===== src/rtl/mips_pkg.sv =====
// rtl/mips_pkg.sv - shared fetch constants and the fetch-buffer entry type
package mips_pkg;

  localparam int DATA_W     = 32;
  localparam int WORD_BYTES = 4;
  localparam logic [DATA_W-1:0] NOP = 32'h0;

  typedef struct packed {
    logic [DATA_W-1:0] pc;
    logic [DATA_W-1:0] instr;
  } fetch_entry_t;

endpackage


===== src/rtl/fetch_fifo.sv =====
// rtl/fetch_fifo.sv - power-of-2 register FIFO with flush taking priority over push/pop
module fetch_fifo #(
  parameter int DEPTH = 4,
  parameter int WIDTH = 64
) (
  input  logic                     clk,
  input  logic                     reset,
  input  logic                     push,
  input  logic                     pop,
  input  logic                     flush,
  input  logic [WIDTH-1:0]         wdata,
  output logic [WIDTH-1:0]         rdata,
  output logic                     full,
  output logic                     empty,
  output logic [$clog2(DEPTH):0]   count
);

  localparam int AW = $clog2(DEPTH);
  localparam int CW = AW + 1;

  logic [WIDTH-1:0] mem [DEPTH];
  logic [AW-1:0]    wptr;
  logic [AW-1:0]    rptr;
  logic             do_push;
  logic             do_pop;

  assign full    = (count == CW'(DEPTH));
  assign empty   = (count == '0);
  assign do_pop  = pop && !empty && !flush;
  // A pop frees the slot, so a full FIFO may still accept a push that cycle.
  assign do_push = push && (!full || do_pop) && !flush;
  assign rdata   = mem[rptr];

  always_ff @(posedge clk or posedge reset) begin
    if (reset) begin
      wptr  <= '0;
      rptr  <= '0;
      count <= '0;
      for (int i = 0; i < DEPTH; i++) mem[i] <= '0;
    end else if (flush) begin
      wptr  <= '0;
      rptr  <= '0;
      count <= '0;
    end else begin
      if (do_push) begin
        mem[wptr] <= wdata;
        wptr      <= wptr + 1'b1;
      end
      if (do_pop) rptr <= rptr + 1'b1;
      if (do_push && !do_pop) count <= count + 1'b1;
      else if (do_pop && !do_push) count <= count - 1'b1;
    end
  end

endmodule


===== src/rtl/instr_fetch_unit.sv =====
// rtl/instr_fetch_unit.sv - PC owner and fetch buffer between Instruction_Memory and decode
module instr_fetch_unit
  import mips_pkg::*;
#(
  parameter logic [31:0] RESET_PC   = 32'h0,
  parameter int          FIFO_DEPTH = 4,
  parameter int          IMEM_WORDS = 64
) (
  input  logic                          clk,
  input  logic                          reset,
  output logic [31:0]                   imem_addr,
  input  logic [31:0]                   imem_instruction,
  input  logic                          redirect,
  input  logic [31:0]                   redirect_target,
  output logic                          out_valid,
  input  logic                          out_ready,
  output logic [31:0]                   out_instruction,
  output logic [31:0]                   out_pc,
  output logic [31:0]                   out_pc_plus4,
  output logic [$clog2(FIFO_DEPTH):0]   buf_count
);

  localparam logic [31:0] IMEM_BYTES = 32'(IMEM_WORDS * WORD_BYTES);
  localparam logic [31:0] STEP       = 32'(WORD_BYTES);

  logic [31:0]  pc;
  logic [31:0]  target_aligned;
  logic         full;
  logic         empty;
  logic         enq;
  logic         deq;
  fetch_entry_t wr_entry;
  fetch_entry_t head;

  assign target_aligned = redirect_target & ~32'h3;
  assign deq            = !empty && out_ready && !redirect;
  assign enq            = !redirect && (!full || deq);
  assign imem_addr      = pc;

  // Out-of-range fetches become NOPs so undriven memory never reaches decode.
  always_comb begin
    wr_entry.pc    = pc;
    wr_entry.instr = (pc < IMEM_BYTES) ? imem_instruction : NOP;
  end

  always_ff @(posedge clk or posedge reset) begin
    if (reset)         pc <= RESET_PC;
    else if (redirect) pc <= target_aligned;
    else if (enq)      pc <= pc + STEP;
  end

  fetch_fifo #(
    .DEPTH (FIFO_DEPTH),
    .WIDTH ($bits(fetch_entry_t))
  ) u_fifo (
    .clk   (clk),
    .reset (reset),
    .push  (enq),
    .pop   (deq),
    .flush (redirect),
    .wdata (wr_entry),
    .rdata (head),
    .full  (full),
    .empty (empty),
    .count (buf_count)
  );

  assign out_valid       = !empty;
  assign out_pc          = empty ? 32'h0 : head.pc;
  assign out_instruction = empty ? NOP   : head.instr;
  assign out_pc_plus4    = empty ? 32'h0 : head.pc + STEP;

endmodule


===== config.mk =====
export PLATFORM = sky130hd
export DESIGN_NAME = instr_fetch_unit
export DESIGN_NICKNAME = d
export VERILOG_FILES = /design/src/rtl/mips_pkg.sv /design/src/rtl/fetch_fifo.sv /design/src/rtl/instr_fetch_unit.sv
export SDC_FILE = /design/constraint.sdc
export NUM_CORES = 1
export LEC_CHECK = 0
export ABC_AREA = 1
export CORE_ASPECT_RATIO = 0.75
export CORE_MARGIN = 2
export CORE_UTILIZATION = 62
export CTS_BUF_LIST = sky130_fd_sc_hd__clkbuf_4
export DETAILED_ROUTE_END_ITERATION = 10
export PLACE_DENSITY_LB_ADDON = 0.1
export SKIP_CTS_REPAIR_TIMING = 1
export SLEW_MARGIN = 5
export SYNTH_ARGS = -nofsm -noshare
export SYNTH_HDL_FRONTEND = slang
export SYNTH_SLANG_ARGS = --single-unit

===== constraint.sdc =====
create_clock -name clk -period 18.2 [get_ports clk]
set_clock_uncertainty 0.05 [all_clocks]
set_input_delay 4.55 -clock clk [delete_from_list [all_inputs] [get_ports clk]]
set_output_delay 4.55 -clock clk [all_outputs]
set_load 0.03 [all_outputs]

After elaboration in Yosys (flattened, before gate mapping)
Index checks and enable logic that the tools add are counted.

Shifts and indexed selects: 0. Bitwise operators: 3. Mux-type cells: 19. Div/mod/pow operators: 0. Eq/ne operators: 1. Order comparisons: 4. Add/sub/neg operators: 6. Reduce and logical (&&, ||, !) cells: 23. Multipliers: 0.

Operators by type and width (number): 256-bit bitwise mux (1); 32-bit two-way mux (6); 64-bit two-way mux (3); 64-bit binary-select mux with 2-bit select (1); 64-bit demux with 2-bit select (1); 32-bit by 3-bit adder with 32-bit output (second input constant) (2); 32-bit by 9-bit < comparator with 1-bit output (second input constant) (1); 1-bit logical AND (10); 3-bit two-way mux (3); 2-bit two-way mux (4); 3-bit >= comparator (second input constant) (2); 2-bit NOT with 3-bit output (2); 2-bit nonzero test (3); 1-bit zero test (5); 2-bit by 1-bit adder with 2-bit output (second input constant) (2); 3-bit by 1-bit adder with 3-bit output (second input constant) (1); 3-bit equality test (second input constant) (1); 3-bit zero test (1); 3-bit by 1-bit < comparator with 1-bit output (second input constant) (1); 3-bit nonzero test (1); 3-bit by 1-bit subtractor with 3-bit output (second input constant) (1); 1-bit logical OR (2); 2-bit AND reduction (1); 1-bit NOT (1).

Latch bits: 0. Register bits: 295. Memories kept: 0. Bits in writable memories: 0. Bits in read-only memories: 0. Output and inout bits: 132.

Longest topological paths before layout
Gate-level depths: netlist of the first run.

Word-level depth: 14. Depth in mapped cells: 17. Mapped depth without buffers: 15.

Hierarchy
From an unflattened synthesis of the first run, not the netlist that was laid out.

Cells, all modules: 2322. Area total of the unflattened synthesis: 16674.7 µm².

By module, submodules not included: fetch_fifo (times used 1, cells each 1536, seq. area each 6581.3 µm², area an instance 12389.4 µm²); instr_fetch_unit (times used 1, cells each 786, seq. area each 750.7 µm², area an instance 4285.4 µm²).

Worst setup path after synthesis of the first run
Ideal clock, no wire load.

Path kind: register -> output. Start point: register u_fifo.rptr[1]. End point: output out_pc_plus4[10]. Buffers on the path: 1. Setup slack: 11.280 ns. Required time: 13.600 ns. Cell stages (with the launch flop): 12. Data arrival time: 2.320 ns. Path through: dfrtp_1 > inv_2 > clkbuf_1 > nand2_1 > nand2_1 > ha_1 > inv_1 > nor2_2 > nand2_2 > nor2_2 > nor2_1 > nor3_1.

Cells in the longest elaborated chain, start to end: 6.

RTL lines: start, declared (line fetch_fifo.sv:23) `logic [AW-1:0] rptr;`; start signal, assigned (line fetch_fifo.sv:49) `if (do_pop) rptr <= rptr + 1'b1;`; 2-bit NOT with 3-bit output (not written as such) (line fetch_fifo.sv:32) `assign rdata = mem[rptr];`; 64-bit binary-select mux with 2-bit select (line fetch_fifo.sv:32); 64-bit two-way mux (not written as such) (2 in series) (line fetch_fifo.sv:32); 32-bit by 3-bit adder with 32-bit output (line instr_fetch_unit.sv:71) `assign out_pc_plus4 = empty ? 32'h0 : head.pc + STEP;`; 32-bit two-way mux (line instr_fetch_unit.sv:71); end, declared (line instr_fetch_unit.sv:19) `output logic [31:0] out_pc_plus4,`.

No other way between the ends. The select of a mux whose other input is x is not followed.

Final worst setup path of the first run
Start point: register u_fifo.rptr[0]. End point: output out_pc_plus4[30].

Same word-level chain as after synthesis.

==> impl_metrics.py, run 1 <==
metrics = {
    "detailed_routing": {
        "drc": 0,
        "vias": 15300,
        "wl_met3_um": 5390,
        "detail-route-antenna-nets": 0,
        "wl_per_cell_um": 16.5,
        "drt-initial-drc-count": 1606,
        "wl_um": 44300,
        "first_pass_iters": 6,
        "drt-met1-wl_um": 19300,
        "routed.top_layer": "met4",
        "viasPerCell": 5.67,
        "met2_wirelength_um": 18800,
    },
    "sta": {
        "slew_viol_final": 0,
        "tightest_slew_ps": 1100,
        "rsz0062_at_grt": "false",
        "min_period_ps": 9370,
        "fin_crit_sh_pct": 51.5,
        "setup_tns_ps": 0,
        "finalHoldViolCount": 0,
        "slew_headroom_pct": 26.9,
        "fmax_ghz": 0.107,
        "setup_viol": 0,
    },
    "final_layout": {
        "drive_gt1_share_pct": 7.40,
        "area_delta_synth_final_pct": 16.0,
        "fill_cells": 2067,
        "fin_nets": 2379,
        "final_cell_area_sq_um": 18100,
    },
    "pwr": {
        "intPower_w": 0.00148,
        "combPwrFrac_pct": 48.9,
        "peakVddDrop_mv": 0.104,
        "netSwitchingPower_w": 0.00130,
        "p_leak_nw": 8.34,
        "p_per_area_nw_per_um2": 154,
        "sw_frac_of_total_pct": 46.7,
        "seqPwrFrac_pct": 31.7,
        "clock_power_share_pct": 19.4,
    },
    "yosys": {
        "yosysTopAreaCell": "dfrtp_1",
        "syn_avg_cell_area_sq_um": 7.16,
        "synthArstFlopShare_pct": 100,
        "seq_area_frac_synth_pct": 45.8,
        "yosys.cell_count.top_type": "nand2_1",
        "synth-main-ff-cell": "dfrtp_1",
        "netlist_area_sq_um": 15600,
        "yosys_warnings": 0,
        "synthDistinctLibCells": 36,
        "synth_common_cells": "nand2_1, o21ai_0, dfrtp_1",
        "synthCells": 2176,
        "synth_top_area_share_pct": 45.8,
        "synth_seq_cells": 285,
        "synth_edf_count": 0,
        "synthTopCellsByArea": "dfrtp_1, nand2_1, o21ai_0",
    },
    "floorplan": {
        "rows": 50,
        "pin_count": 200,
        "die_area_sq_um": 26400,
        "initial_core_util_pct": 62.7,
        "die_w_um": 187,
        "die-height_um": 141,
        "coreArea_sq_um": 24800,
    },
    "cts": {
        "cts_tree": "yes",
        "cts-htree-levels": 3,
        "cts-buffers-inserted": 73,
        "cts_root_buffer": "clkbuf_4",
        "clk_pin_slew_worst_paths_ps": 70,
        "cts.sinks": 285,
        "worst_skew_pair.late_latency_ps": 720,
        "cts_max_path_buffers": 3,
    },
    "critical_path": {
        "slowest_stage": "dfrtp_4",
        "cp_top_family": "buffers and inverters",
        "cpPeakStageDelay_ps": 860,
        "worstPathBufferInverterCount": 3,
        "critPathMostFrequentCell": "nand2_1",
        "start_kind": "flop",
        "path_max_fanout": 77,
        "path_cells": "buf_4 > nand2_1 > nand2_1 > nand2_1 > nand2_1 > ha_1 > inv_1 > nor2_2 > nand2_2 > nor2_1 > nand2_1 > nand2_1 > nand2_1 > nor2_1 > clkdlybuf4s50_1",
        "cp.required_ps": 13600,
        "crit_type": "reg -> out",
        "cp.arrival_ps": 4770,
        "cp-end-kind": "output pin",
    },
    "outcome": {
        "outcome": "complete, no violations",
    },
    "placement": {
        "postPlaceCellArea_sq_um": 17200,
        "portBuffers": 191,
        "hpwl_um": 28200,
        "routabilityCongestion": 0.981,
    },
    "min_path": {
        "hold_class": "reg -> reg",
    },
    "global_route": {
        "grt_antenna_before_repair": 1,
        "grt_pass1_wl_um": 71400,
        "grt_pass1_vias": 14100,
        "grt_usage_pct": 33.6,
        "grt_start_max_net_pins": 136,
        "grt_overflow": 0,
    },
    "job": {
        "maxCapViolCount": 0,
    },
}
==> power groups by stage <==
stage / sequential [W] / clock (W) / combinational (W)
2_1_floorplan: 0.000857 / 0 / 0.000929
3_3_place_gp: 0.000884 / 0 / 0.00132
5_1_grt: 0.000900 / 0.000580 / 0.00149
6_report: 0.000884 / 0.000539 / 0.00136
3_5_place_dp: 0.000889 / 0 / 0.00135
4_1_cts: 0.000879 / 0.000544 / 0.00135
==> layer usage <==
layer	global-route usage (%)	up-vias
li1	-	7270
met1	48.2	7098
met2	49.6	803
met3	9.79	86
met4	10.2	0
met5	0	-
==> cell type report <==
type	instances	area [sq um]	share of cell area, %
Clock inverter	17	97.6	0.540
Timing Repair Buffer	204	2010	11.1
Multi-Input combinational cell	1632	7200	39.8
Sequential cell	285	7140	39.5
Clock buffer	104	781	4.32
Antenna cell	1	2.50	0.0139
Tap cell	338	423	2.34
Inverter	108	418	2.31
==> final timing paths <==
check | startpoint | end | slack, ps | cells past startpoint
max reg2reg | u_fifo.count[1]$_DFFE_PP0P_ | u_fifo.mem[38]$_DFFE_PP0P_ | 15020 | 9
max in group asynchronous | reset | u_fifo.mem[36]$_DFFE_PP0P_ | 11210 | 4
min reg2reg | u_fifo.mem[12]$_DFFE_PP0P_ | u_fifo.mem[12]$_DFFE_PP0P_ | 430 | 2
min in group asynchronous | reset | u_fifo.mem[212]$_DFFE_PP0P_ | 4360 | 2
min | u_fifo.mem[12]$_DFFE_PP0P_ | u_fifo.mem[12]$_DFFE_PP0P_ | 430 | 2
max | u_fifo.rptr[0]$_DFFE_PP0P_ | out_pc_plus4[30] | 8830 | 15
==> sequential cells by signal (all words and copies together), names as in the netlist <==
| register | count |
|---|---|
| u_fifo.rptr | 2 |
| u_fifo.wptr | 2 |
| imem_addr | 30 |
| u_fifo.count | 3 |
| u_fifo.mem | 248 |
==> kinds of logic (layout without fill, tap and decap cells) <==
family / count (synthesis) / count (layout) / share of synthesized area, %
AND/OR/NAND/NOR: 1171 / 1171 / 30.2
AO/OA/AOI/OAI: 436 / 436 / 14.4
buffers and inverters: 264 / 433 / 8.35
XOR/XNOR: 12 / 12 / 0.675
adder cells (fa/ha/maj): 7 / 7 / 0.610
flip-flops: 285 / 285 / 45.8
other: 1 / 7 / 0.0241
==> layout by cell type (no fill, tap or decap), types with 9 or more instances in the layout <==
cell type,Yosys,layout
o21ai_1,9,9
dfrtp_1,285,283
nand4_1,15,15
a21oi_1,53,53
clkinv_1,1,10
nand3_1,101,101
nor3_1,24,24
inv_2,5,9
nand2_2,19,18
clkdlybuf4s50_1,0,191
clkbuf_4,0,104
nand2_1,718,715
o21ai_0,345,345
nor2_2,14,14
inv_1,101,100
nor2_1,274,274
buf_4,41,13
xor2_1,12,12
==> metrics by stage <==
stage	hold slack, ps	std cells	setup WS (ps)	total power, W	util, %
6_report	433	2689	8830	0.00278	72.7
5_1_grt	453	2689	8550	0.00297	72.7
4_1_cts	434	2688	8870	0.00277	72.7
3_5_place_dp	418	2567	9620	0.00224	69.2
3_3_place_gp	411	2567	9650	0.00220	69.2
2_1_floorplan	398	2181	5740	0.00179	-
==> worst min-delay path: cells and delay by family (launching register included) <==
family | cells | cell delay (ps)
AOI/OAI and AO/OA | 1 | 60
DFF | 1 | 330
and+or+nand+nor | 1 | 50
(Power assumes the default switching activity.)
==> inputs of run 2 (changes only) <==
--- a/config.mk
+++ b/config.mk
@@ -8,7 +8,7 @@
 export ABC_AREA = 1
 export CORE_ASPECT_RATIO = 0.75
 export CORE_MARGIN = 2
-export CORE_UTILIZATION = 62
+export CORE_UTILIZATION = 58
 export CTS_BUF_LIST = sky130_fd_sc_hd__clkbuf_4
 export DETAILED_ROUTE_END_ITERATION = 10
 export PLACE_DENSITY_LB_ADDON = 0.1
==> constraint.sdc (replaced) <==
create_clock -name clk -period 9.3 [get_ports clk]
set_clock_uncertainty 0.05 [all_clocks]
set_input_delay 2.325 -clock clk [delete_from_list [all_inputs] [get_ports clk]]
set_output_delay 2.325 -clock clk [all_outputs]
set_load 0.03 [all_outputs]
==> run 2 against run 1 <==
Net effect: sequential power rose by 96%; register-to-register slack got worse by 9100 ps; cell count grew 0.33%; critical path type unchanged; critical endpoint unchanged; largest cell class unchanged.
==> impl_metrics.py, run 2 (synthesis results as in run 1) <==
metrics = {
    "outcome": {
        "outcome": "complete, no violations",
    },
    "sta": {
        "setup_viol": 0,
        "tightest_slew_ps": 1170,
        "min_period_ps": 7060,
        "fmax_ghz": 0.142,
        "finalHoldViolCount": 0,
        "rsz0062_at_grt": "false",
        "slew_viol_final": 0,
        "fin_crit_sh_pct": 75.9,
        "slew_headroom_pct": 22.2,
        "setup_tns_ps": 0,
    },
    "critical_path": {
        "ff2ff_path_depth": 9,
        "cp-end-kind": "output pin",
        "crit_type": "reg -> out",
        "start_kind": "flop",
        "cp.required_ps": 6930,
        "cp.arrival_ps": 4680,
        "path_max_fanout": 92,
    },
    "floorplan": {
        "pin_count": 200,
        "die_area_sq_um": 28200,
        "rows": 51,
        "die_w_um": 193,
        "coreArea_sq_um": 26200,
        "die-height_um": 146,
        "initial_core_util_pct": 59.5,
    },
    "cts": {
        "cts-htree-levels": 3,
        "worst_skew_pair.late_latency_ps": 710,
        "cts_root_buffer": "clkbuf_4",
        "clk_pin_slew_worst_paths_ps": 60,
        "cts.sinks": 285,
        "cts-buffers-inserted": 74,
        "cts_tree": "yes",
        "cts_max_path_buffers": 3,
    },
    "detailed_routing": {
        "wl_per_cell_um": 16.7,
        "detail-route-antenna-nets": 0,
        "vias": 15200,
        "wl_um": 45000,
        "viasPerCell": 5.65,
        "first_pass_iters": 8,
        "drc": 0,
        "drt-initial-drc-count": 1550,
    },
    "final_layout": {
        "layout_commonest_cell": "nand2_1",
        "largest_reg_flops": 248,
        "fin_nets": 2382,
        "fill_cells": 2290,
        "final_cell_mix": "nand2_1, o21ai_0, dfrtp_1, nor2_1, clkdlybuf4s50_1",
        "area_delta_synth_final_pct": 16.3,
        "regMostFlops": "u_fifo.mem",
        "drive_gt1_share_pct": 7.69,
    },
    "global_route": {
        "grt_antenna_before_repair": 1,
        "grt_overflow": 0,
        "grt_pass1_wl_um": 72100,
        "grt_pass1_vias": 13900,
        "met1_usage_pct": 47.8,
        "gr-usage-met2_pct": 45.6,
        "grt_usage_pct": 31.5,
        "grt_busiest_layer": "met1",
        "grt_start_max_net_pins": 191,
        "gr-usage-met3_pct": 7.00,
    },
    "pwr": {
        "intPower_w": 0.00290,
        "seqPwrFrac_pct": 31.6,
        "sw_frac_of_total_pct": 46.9,
        "p_total_w": 0.00546,
        "clock_power_share_pct": 19.4,
        "p_per_area_nw_per_um2": 302,
        "combPwrFrac_pct": 49.0,
        "netSwitchingPower_w": 0.00256,
        "p_leak_nw": 8.34,
        "peakVddDrop_mv": 0.296,
    },
    "min_path": {
        "hold_class": "reg -> reg",
        "hold_depth": 2,
    },
    "job": {
        "maxCapViolCount": 0,
    },
    "placement": {
        "portBuffers": 191,
        "routabilityCongestion": 0.984,
        "hpwl_um": 28900,
    },
}
## run 2: cell types whose count changed in the layout (fill, tap and decap cells not counted), sizes merged
cell,previous run,this run
buf,13,15
bufinv,1,0
clkbuf,104,109
clkinv,13,8
clkinvlp,0,4
inv,111,109
## run 2: path summary, 6_finish.rpt
kind,startpoint,end,slack [ps]
min in group asynchronous,reset,u_fifo.mem[21]$_DFFE_PP0P_,1870
hold / removal,u_fifo.mem[130]$_DFFE_PP0P_,u_fifo.mem[130]$_DFFE_PP0P_,430
setup / recovery,u_fifo.rptr[0]$_DFFE_PP0P_,out_pc_plus4[30],2240
max in group asynchronous,reset,u_fifo.mem[31]$_DFFE_PP0P_,5900
setup reg to reg,u_fifo.count[1]$_DFFE_PP0P_,u_fifo.mem[246]$_DFFE_PP0P_,5870
hold reg to reg,u_fifo.mem[130]$_DFFE_PP0P_,u_fifo.mem[130]$_DFFE_PP0P_,430
## run 2: layout make-up
type	count	area [sq um]	share of cell area, %
antenna	1	2.50	0.0138
clock buffer	109	818	4.52
clock inverter	13	76.3	0.421
inverter	108	414	2.29
multi-input combinational	1632	7200	39.7
sequential	285	7140	39.4
tap	344	430	2.38
timing repair buffer	206	2040	11.2
## run 2: metal layers
layer	vias to the layer above	share of wire [%]	wire length, um
li1	7281	-	-
met1	7128	46	20700
met2	762	43	19100
met3	61	10	4500
met4	0	1.5	675
met5	-	0	0
## run 2: worst max-delay path, cell delays in order (launching register included)
cell	delay, ps
dfrtp_4	770
buf_4	890
nand2_1	150
nand2_1	120
nand2_1	50
nand2_1	140
ha_1	200
inv_1	90
nor2_2	180
nand2_2	100
nor2_1	260
nand2_1	100
nand2_1	60
nand2_1	40
nor2_1	110
clkdlybuf4s50_1	700
## run 2: stage by stage
step           setup WS (ps)  util, %  std cells  instance area [sq um]  hold WS (ps)
4_1_cts                 2320     69.2       2697                  18100           432
6_report                2240     69.2       2698                  18100           431
2_1_floorplan           3150        -       2181                  15600           398
3_3_place_gp            3040     65.8       2575                  17200           410
5_1_grt                 1980     69.2       2698                  18100           450
3_5_place_dp            3040     65.8       2575                  17200           418
## run 2: power by group through the flow
| stage | Combinational [W] | Clock, W | Sequential, W |
|---|---|---|---|
| CTS | 0.00265 | 0.00107 | 0.00172 |
| detailed placement | 0.00264 | 0 | 0.00174 |
| global route | 0.00291 | 0.00114 | 0.00176 |
| global placement | 0.00260 | 0 | 0.00173 |
| floorplan | 0.00182 | 0 | 0.00168 |
| finish | 0.00268 | 0.00106 | 0.00173 |
==> variant, RTL diff (config.mk and constraints of run 1) <==
Make the reset (`reset`) synchronous in 2 clocked blocks.
--- a/src/rtl/fetch_fifo.sv
+++ b/src/rtl/fetch_fifo.sv
@@ -32,5 +32,5 @@
   assign rdata   = mem[rptr];
 
-  always_ff @(posedge clk or posedge reset) begin
+  always_ff @(posedge clk) begin
     if (reset) begin
       wptr  <= '0;
--- a/src/rtl/instr_fetch_unit.sv
+++ b/src/rtl/instr_fetch_unit.sv
@@ -44,5 +44,5 @@
   end
 
-  always_ff @(posedge clk or posedge reset) begin
+  always_ff @(posedge clk) begin
     if (reset)         pc <= RESET_PC;
     else if (redirect) pc <= target_aligned;
Check against the original RTL: differs if reset is asserted again (counterexample within 4 cycles, from zero or initial values and one cycle with reset high); with reset held inactive, the same outputs for 4 cycles.
==> variant against run 1 <==
Design area is 1.4% higher; routed wire length is 2.2% lower; first-iteration DRC count is 0.31% lower; synthesized area is 0.79% lower; worst setup slack better by 0.31 ns; sequential cell count is 2 higher; maximum frequency is 3.4% higher; highest routed layer unchanged.
Power is not compared: it rests on default switching activity, and its combinational part moved more than twofold at a synthesized area within 25%.
==> variant: results (changes against run 1) <==
sequential fraction of the synthesis area 0.532 (+0.0746); R2R setup slack 13.28 ns (-1.74 ns); Post-Syn Instances 1923 (-12%); GPL Wtd Cong 0.949 (-3.3%); drt initial violations 1601 (-0.31%); vias in the first global route 13144 (-6.7%); status finished, final reports clean; Place WS 8.54 ns (-1.09 ns); worst flop-to-flop path startpoint u_fifo.count[0]; synth cell count leaders nand2_1 (466), nor2_1 (397), edfxtp_1 (248); slowest stage cell, crit path buf_4; HPWL Detailed 27.3 mm (-3.4%); worst skew pair latency 0.69 ns (-0.03 ns); main flop type after synthesis edfxtp_1; CP delay by family, top simple AND/OR/NAND/NOR gates; Reg2Reg Capture Point u_fifo.mem[1][16]; CTS Buf Count 71 (-2.7%); min-delay src u_fifo.rptr[0]; via/cell ratio 5.66 (-0.31%); first-pass GRT wire length 67.9 mm (-4.9%); Total Wirelength 43.3 mm (-2.2%); post-synthesis cell type count 34 (-5.6%); Placed Area 17400 um^2 (+1.1%); Total Nets Final 2163 (-9.1%); Max transition margin 0.329 (+0.0598); Hold Path Depth 1 (-1); Post-synth EDFFs 248 (+248); total number of vias 14056 (-7.9%)
[variant: changes by cell type in the layout (fill, tap and decap cells not counted), moves of 11 or more]
cell      delta
nor2_1     +123
inv_1       +61
dfrtp_1    -283
nor4_1      +64
dfxtp_1     +37
nor3_1      +56
a21oi_1     +13
nand3_1     -12
edfxtp_1   +248
nand2_1    -252
clkinv_1    +11
o21ai_0    -253
[variant: worst max path at each step]
stage          startpoint                end  slack (ns)  cells past startpoint
2_1_floorplan    redirect   u_fifo.mem[3][0]        7.94                      8
3_3_place_gp     redirect  u_fifo.mem[1][25]        8.60                      9
3_5_place_dp     redirect  u_fifo.mem[1][27]        8.54                      9
4_1_cts          register   out_pc_plus4[20]        9.15                     17
5_1_grt          redirect   u_fifo.mem[1][5]        8.87                      9
6_report         register   out_pc_plus4[20]        9.14                     17
[variant: final cells by class]
class | instances | area, um^2 | share of cell area
multi-input cells | 1356 | 6050 | 0.330
well taps | 338 | 423 | 0.0231
repair buffers | 208 | 2040 | 0.111
flip-flops and latches | 287 | 8230 | 0.449
inverters | 167 | 627 | 0.0342
clock inverters | 32 | 219 | 0.0120
clock buffers | 96 | 721 | 0.0393
diodes | 1 | 2.50 | 0.000137
[variant: layer usage]
metal | part of all wire | global-route usage | vias to the layer above
met2 | 0.44 | 0.504 | 861
met4 | 0.016 | 0.101 | 0
met3 | 0.12 | 0.0789 | 72
li1 | - | - | 6743
met1 | 0.42 | 0.465 | 6380
met5 | 0 | 0 | -
[variant: cell families after synthesis]
group,after synthesis,share of synthesized area
buffers and inverters,285,0.0793
AND/OR/NAND/NOR,1140,0.309
XOR/XNOR,20,0.0113
adder cells (fa/ha/maj),4,0.00372
flip-flops,287,0.532
other,1,0.000243
AO/OA/AOI/OAI,186,0.0638
